==> src/rtl/filter_sweep_scheduler.sv <==
// filter_sweep_scheduler: replays the capture buffer once per sweep into two matched filters,
// tracks each filter's maximum score and reports the winner after the final sweep.
module filter_sweep_scheduler #(
    parameter int SAMPLE_DATA_WIDTH = 8,
    parameter int MATCH_SCORE_WIDTH = 32,
    parameter int CAPTURE_LENGTH    = 1000,
    parameter int NUM_SWEEPS        = 2001
) (
    input  logic                                clk,
    input  logic                                rst,
    input  logic                                start,
    input  logic                                abort,
    output logic [$clog2(CAPTURE_LENGTH)-1:0]   ram_read_addr,
    input  logic [SAMPLE_DATA_WIDTH-1:0]        ram_read_data,
    output logic                                filter_axiiv,
    output logic [SAMPLE_DATA_WIDTH-1:0]        filter_axiid,
    input  logic                                score1_valid,
    input  logic [MATCH_SCORE_WIDTH-1:0]        score1,
    input  logic                                score2_valid,
    input  logic [MATCH_SCORE_WIDTH-1:0]        score2,
    output logic                                result_valid,
    output logic                                result_id,
    output logic [MATCH_SCORE_WIDTH-1:0]        result_score,
    output logic                                busy
);
    localparam int AW = $clog2(CAPTURE_LENGTH);
    localparam int CW = $clog2(NUM_SWEEPS + 1);
    localparam logic [AW-1:0] LAST = AW'(CAPTURE_LENGTH - 1);
    localparam logic [CW-1:0] NS = CW'(NUM_SWEEPS);

    typedef enum logic [2:0] {IDLE, SWEEP, GAP, DRAIN, DECIDE} state_t;
    state_t state;

    logic [CW-1:0] sweeps, cnt1, cnt2, n1, n2;
    logic [MATCH_SCORE_WIDTH-1:0] max1, max2, m1, m2;
    logic [1:0] gap;
    logic d1, d2, acc1, acc2;

    // next-cycle counter and maximum values, so DRAIN can decide on a score arriving this cycle
    always_comb begin
        acc1 = (state != IDLE) && score1_valid && (cnt1 != NS);
        acc2 = (state != IDLE) && score2_valid && (cnt2 != NS);
        n1 = cnt1 + CW'(acc1);
        n2 = cnt2 + CW'(acc2);
        m1 = (acc1 && (cnt1 == '0 || $signed(score1) > $signed(max1))) ? score1 : max1;
        m2 = (acc2 && (cnt2 == '0 || $signed(score2) > $signed(max2))) ? score2 : max2;
    end

    always_ff @(posedge clk) begin
        if (rst) begin
            state         <= IDLE;
            sweeps        <= '0;
            cnt1          <= '0;
            cnt2          <= '0;
            max1          <= '0;
            max2          <= '0;
            gap           <= '0;
            d1            <= 1'b0;
            d2            <= 1'b0;
            ram_read_addr <= '0;
            filter_axiiv  <= 1'b0;
            filter_axiid  <= '0;
            result_valid  <= 1'b0;
            result_id     <= 1'b0;
            result_score  <= '0;
            busy          <= 1'b0;
        end else begin
            d1           <= state == SWEEP;
            d2           <= d1;
            filter_axiiv <= d2;
            if (d2) filter_axiid <= ram_read_data;
            cnt1         <= n1;
            cnt2         <= n2;
            max1         <= m1;
            max2         <= m2;
            result_valid <= 1'b0;
            if (state != IDLE && abort) begin
                state         <= IDLE;
                busy          <= 1'b0;
                ram_read_addr <= '0;
                d1            <= 1'b0;
                d2            <= 1'b0;
                filter_axiiv  <= 1'b0;
            end else begin
                case (state)
                    IDLE: if (start) begin
                        state         <= SWEEP;
                        busy          <= 1'b1;
                        sweeps        <= '0;
                        cnt1          <= '0;
                        cnt2          <= '0;
                        max1          <= '0;
                        max2          <= '0;
                        ram_read_addr <= '0;
                    end
                    SWEEP: begin
                        ram_read_addr <= (ram_read_addr == LAST) ? '0 : ram_read_addr + AW'(1);
                        gap           <= '0;
                        if (ram_read_addr == LAST) state <= GAP;
                    end
                    GAP: begin
                        gap <= gap + 2'd1;
                        if (gap == 2'd2) begin
                            sweeps <= sweeps + CW'(1);
                            state  <= (sweeps + CW'(1) < NS) ? SWEEP : DRAIN;
                        end
                    end
                    DRAIN: if (n1 == NS && n2 == NS) begin
                        state        <= DECIDE;
                        result_valid <= 1'b1;
                        result_id    <= $signed(m2) > $signed(m1);
                        result_score <= ($signed(m2) > $signed(m1)) ? m2 : m1;
                    end
                    default: begin
                        state <= IDLE;
                        busy  <= 1'b0;
                    end
                endcase
            end
        end
    end
endmodule

==> config.mk <==
export PLATFORM = sky130hd
export DESIGN_NAME = filter_sweep_scheduler
export DESIGN_NICKNAME = d
export VERILOG_FILES = /design/src/rtl/filter_sweep_scheduler.sv
export SDC_FILE = /design/constraint.sdc
export NUM_CORES = 1
export LEC_CHECK = 0
export ABC_AREA = 1
export BUFFER_PORTS_ARGS = -buffer_cell sky130_fd_sc_hd__buf_2
export CORE_MARGIN = 2
export CORE_UTILIZATION = 45
export CTS_CLUSTER_DIAMETER = 40
export CTS_CLUSTER_SIZE = 40
export DETAILED_ROUTE_END_ITERATION = 7
export MAX_ROUTING_LAYER = met4
export PLACE_DENSITY = 0.66
export SKIP_LAST_GASP = 1
export SYNTH_ARGS = -nofsm -noshare
export SYNTH_HDL_FRONTEND = slang
export SYNTH_SLANG_ARGS = --single-unit
==> constraint.sdc <==
create_clock -name clk -period 5.1 [get_ports clk]
set_clock_uncertainty 0.15 [all_clocks]
set_input_delay 0.765 -clock clk [delete_from_list [all_inputs] [get_ports clk]]
set_output_delay 0.765 -clock clk [all_outputs]
set_load 0.01 [all_outputs]
**Yosys cells after proc, flatten, opt, wreduce, memory -nomap -nowiden**

Cells that the tools add are included.

- Add/sub/neg operators: 5
- Order comparisons: 4
- Eq/ne operators: 13
- Multiplexer cells: 31
- Bitwise gates (word level): 3
- Reduce and logical (&&, ||, !) cells: 26

Operator list:

| cell | number |
|---|---|
| two-way mux 32 bit | 9 |
| greater-than comparator 32 bit | 3 |
| two-way mux 11 bit | 8 |
| adder 11 x 1 -> 11 bit | 2 |
| == test 11 bit, second input constant | 2 |
| logical NOT 11 bit | 2 |
| != test 11 bit, second input constant | 2 |
| one-hot mux 11 bit (2 select lines) | 1 |
| two-way mux 10 bit | 2 |
| one-hot mux 10 bit (2 select lines) | 1 |
| two-way mux 3 bit | 4 |
| one-hot mux 3 bit (4 select lines) | 1 |
| adder 11 x 1 -> 11 bit, second input constant | 1 |
| < comparator 11 bit, second input constant | 1 |
| adder 10 x 1 -> 10 bit, second input constant | 1 |
| == test 10 bit, second input constant | 1 |
| logical AND 1 bit | 8 |
| AND reduction 4 bit | 2 |
| == test 3 x 2 -> 1 bit, second input constant | 2 |
| != test 2 bit, second input constant | 3 |
| AND reduction 2 bit | 3 |
| nonzero test 2 bit | 3 |
| OR reduction 3 bit | 2 |
| one-hot mux 2 bit (2 select lines) | 1 |
| 13 further kinds | 17 |

- Register bits after elaboration: 158
- Input bits: 78
- Output and inout bits: 54

**Longest topological paths before layout**

- Word-level depth: 8
- Gate-level depth with buffers: 39

**Worst setup path before layout**

Ideal clock, no wire load.

- Path kind: input-to-reg
- From: input score2[31]
- To: register result_score[14]
- Library setup time: 0.110 ns
- Arrival time: 4.043 ns
- Slack: 0.797 ns
- Stages: 30
- Path buffers: 2
- Path through: ha_1 -> nand2_1 -> nor2_1 -> nand2_1 -> nor2_1 -> nand2_1 -> nand2_1 -> nand2_1 -> nand3_1 -> nand2_1 -> nand2_1 -> buf_1 -> nand2_1 -> nand2_1 -> inv_1 -> ha_1 -> nand2_1 -> nor2_1 -> nand4_1 -> nor4_1 -> nand2_1 -> nand3_1 -> nand2_1 -> nor2_1 -> nor2_4 -> buf_4 -> nand3_1 -> nand3_1 -> nand2_1 -> inv_1

- Cells in the longest elaborated chain, start to end: 6

Ends and longest elaborated chain:

| element | line | RTL |
|---|---|---|
| from (decl) | 20 | `input logic [MATCH_SCORE_WIDTH-1:0] score2,` |
| greater-than comparator 32 bit | 46 | `m2 = (acc2 && (cnt2 == '0 \|\| $signed(score2) > $signed(max2))) ? score2 : max2;` |
| logical OR 1 bit | 46 |  |
| logical AND 1 bit | 46 |  |
| two-way mux 32 bit * | 46 |  |
| greater-than comparator 32 bit | 112 | `result_score <= ($signed(m2) > $signed(m1)) ? m2 : m1;` |
| two-way mux 32 bit * | 112 |  |
| to (signal assigned) | 112 |  |
| to (decl) | 23 | `output logic [MATCH_SCORE_WIDTH-1:0] result_score,` |

Every way passes the cells marked *; elsewhere a longest branch is shown, timed or not.
A chain may end at the register's enable or synchronous reset.

**Worst setup path after layout**

- From: input score1[31]
- To: register result_score[23]

- Cells in the longest elaborated chain, start to end: 6

Ends and longest elaborated chain:

| element | line | RTL |
|---|---|---|
| from (decl) | 18 | `input logic [MATCH_SCORE_WIDTH-1:0] score1,` |
| greater-than comparator 32 bit | 45 | `m1 = (acc1 && (cnt1 == '0 \|\| $signed(score1) > $signed(max1))) ? score1 : max1;` |
| logical OR 1 bit | 45 |  |
| logical AND 1 bit | 45 |  |
| two-way mux 32 bit * | 45 |  |
| greater-than comparator 32 bit | 112 |  |
| two-way mux 32 bit * | 112 |  |

Marked as above.

==> results.py <==
metrics = {
    "timing": {
        "min_period_over_period_pct": 90.1,
        "hold_violations": 0,
        "relSlewSlack_pct": 47.9,
        "timing.final.ws_setup_ps": 507,
        "worstMarginPinSlew_ps": 778,
        "fin_crit_ps": 4590,
        "whs_ps": 260,
        "setup-tns-final_ps": 0,
        "fmax_mhz": 218,
        "drv_slew": 0,
        "rsz0062_at_grt": "false",
        "final-setup-viol-count": 0,
    },
    "clock_network": {
        "cts_buffer_depth": 2,
        "root_buffer": "clkbuf_16",
        "clk_pin_slew_ps": 70,
        "cts.repair.resized": 0,
        "htreeDepth": 4,
        "numCtsBuffers": 17,
        "clock_latency_ps": 430,
        "clkSinkCount": 158,
        "post_cts_buffers": 0,
        "cts_tree": "done",
        "ctsHoldBuffers": 0,
    },
    "synth": {
        "syn_inst": 1476,
        "synthTopCellsByArea": "dfxtp_1 (32%), nand2_1 (14%), ha_1 (13%), inv_1 (9.0%), nand3_1 (8.0%)",
        "synth_compound_area_share_pct": 7.07,
        "synth_seq_cells": 158,
        "synth_edf_count": 0,
        "synth_top_family_by_area": "simple AND/OR/NAND/NOR gates",
        "synth-xor-area-share_pct": 1.25,
        "synth_top_area_share_pct": 32.3,
        "synthAdderAreaFrac_pct": 13.1,
        "synth_cell_types": 41,
        "syn-num-nets": 1657,
        "yosys.area_share.simple_pct": 35.0,
        "netlist_area_sq_um": 9800,
        "yosysTopAreaCell": "dfxtp_1",
        "yosysSeqAreaShare_pct": 32.3,
        "synth_area_per_cell_sq_um": 6.64,
        "yosys_most_used_dff": "dfxtp_1",
        "async_flop_share_pct": 0,
        "synthMuxAreaShare_pct": 0,
        "yosysWarningCount": 0,
    },
    "setup_path": {
        "worstPathRequired_ps": 5330,
        "cp_max_fo": 24,
        "cpPeakStageDelay_ps": 450,
        "crit_slowest_cell": "nor4_1",
        "arrival_ps": 4820,
        "timing.critical_path.mode_cell": "nand2_1",
        "worstSetupPathType": "input port to flop",
        "startpoint_type": "input port",
        "endpoint_kind": "flop",
    },
    "die": {
        "dieArea_sq_um": 23000,
        "start_util_pct": 46.2,
        "num_rows": 53,
        "ios": 132,
        "core_sq_um": 21200,
        "die_h_microns": 152,
        "die_w_microns": 152,
    },
    "final_layout": {
        "syn_to_final_growth_pct": 16.3,
        "stdcell_area_sq_um": 11400,
        "nNetsFinal": 1784,
        "finish.utilization_pct": 53.7,
        "final_common_cell": "nand2_1",
        "drive_gt1_share_pct": 12.2,
        "layoutNonFillerInstCount": 1896,
        "layout_common_cells": "nand2_1 (373), inv_1 (236), nor2_1 (173)",
    },
    "route": {
        "first_pass_iters": 7,
        "drt_iter0_drc": 490,
        "vias_per_cell": 5.04,
        "wl_per_cell_microns": 13.9,
        "dr_total_vias": 9548,
        "post-route-drc-count": 0,
        "final_antenna_net_count": 0,
        "routed_wl_mm": 26.4,
    },
    "job": {
        "maxCapViolations": 0,
    },
    "global_routing": {
        "grt-ovfl-total": 0,
        "grt_max_degree": 50,
        "antenna_found_initial": 3,
        "grt_pass1_vias": 8883,
        "grt_usage_pct": 24.4,
        "grt_pass1_wl_mm": 42.9,
    },
    "power_and_ir_drop": {
        "finalPower_mw": 4.53,
        "p_per_area_nw_per_um2": 397,
        "p_sw_share_pct": 40.0,
        "clockPowerShare_pct": 28.4,
        "p_int_mw": 2.71,
        "power.leakage_nw": 5.93,
        "p_seq_share_pct": 30.7,
        "p_switching_mw": 1.81,
        "ir_worst_vdd_v": 0.000248,
        "combPwrFrac_pct": 41.0,
    },
    "min_path": {
        "holdCritPathClass": "flop to flop",
    },
    "placed_design": {
        "dpl_worst_slack_ps": 121,
        "hpwl_mm": 19.8,
        "numPortBuffers": 131,
        "placed_cell_area_sq_um": 10800,
        "placedCellCount": 1859,
        "place_congestion": 0.858,
    },
    "status": {
        "status": "finished clean",
    },
}
==> final timing paths <==
check              from                to  slack (ps)  cells past startpoint
max          score1[31]  result_score[23]         510                     29
min                  d1                d2         260                      2
max reg2reg    max1[31]  result_score[23]         630                     29
min reg2reg          d1                d2         260                      2
==> cell usage after synthesis, types with 5 or more instances <==
cell      count
xor2_1       11
nor3_1       16
nand3b_1     31
nor2_1      173
nand4_1      18
nor4_1        5
nand3_1     157
buf_4         6
o21a_1        7
ha_1        103
nand2_1     374
buf_1         5
clkbuf_1     28
clkinv_1      5
o21ai_0      30
dfxtp_1     158
inv_1       236
a21oi_1      74
==> registers in the layout, indices dropped and copies added (netlist names) <==
signal / count
sweeps: 11
cnt1: 11
d1: 1
max1: 32
result_score: 32
state: 3
filter_axiid: 8
cnt2: 11
filter_axiiv: 1
result_valid: 1
result_id: 1
busy: 1
ram_read_addr: 10
max2: 32
d2: 1
gap: 2
==> logic make-up (layout without fill, tap and decap cells) <==
logic type,count (synthesis),count (layout)
compound gates,127,127
xor+xnor,14,14
fa+ha+maj,103,103
buf+inv,286,426
flops,158,158
other cells,0,5
simple gates,788,788
==> power groups by stage <==
| stage | Clock (mW) | Combinational, mW | Sequential, mW |
|---|---|---|---|
| 2_1_floorplan | 0 | 1.33 | 1.41 |
| 4_1_cts | 1.31 | 1.85 | 1.39 |
| 3_5_place_dp | 0 | 1.84 | 1.42 |
| 5_1_grt | 1.36 | 2.16 | 1.40 |
| 3_3_place_gp | 0 | 1.82 | 1.41 |
| 6_report | 1.28 | 1.85 | 1.39 |
==> layout make-up <==
class,count,area (sq um)
timing repair buffer,151,843
clock buffer,20,447
fill,2151,9830
sequential,158,3160
antenna,5,12.5
tap,275,344
inverter,243,912
clock inverter,12,134
multi-input combinational,1032,5540
==> worst max-delay path, delay by kind of cell <==
family                     cells  cell delay [ps]
buffers and inverters          5              800
adders and majority gates      2              640
AOI/OAI and AO/OA              3              520
and+or+nand+nor               19             2070
==> per-layer routing <==
metal  vias up  global-route usage, %  part of all wire, %  routed length (microns)
li1       4969                      -                    -                        -
met2       247                   39.9                   45                    12000
met3        31                   5.99                  6.8                     1800
met4         0                   5.79                  1.4                      357
met5         -                      -                    0                        0
met1      4301                   30.6                   46                    12200
Note: power is estimated with default switching activity, not from simulation.
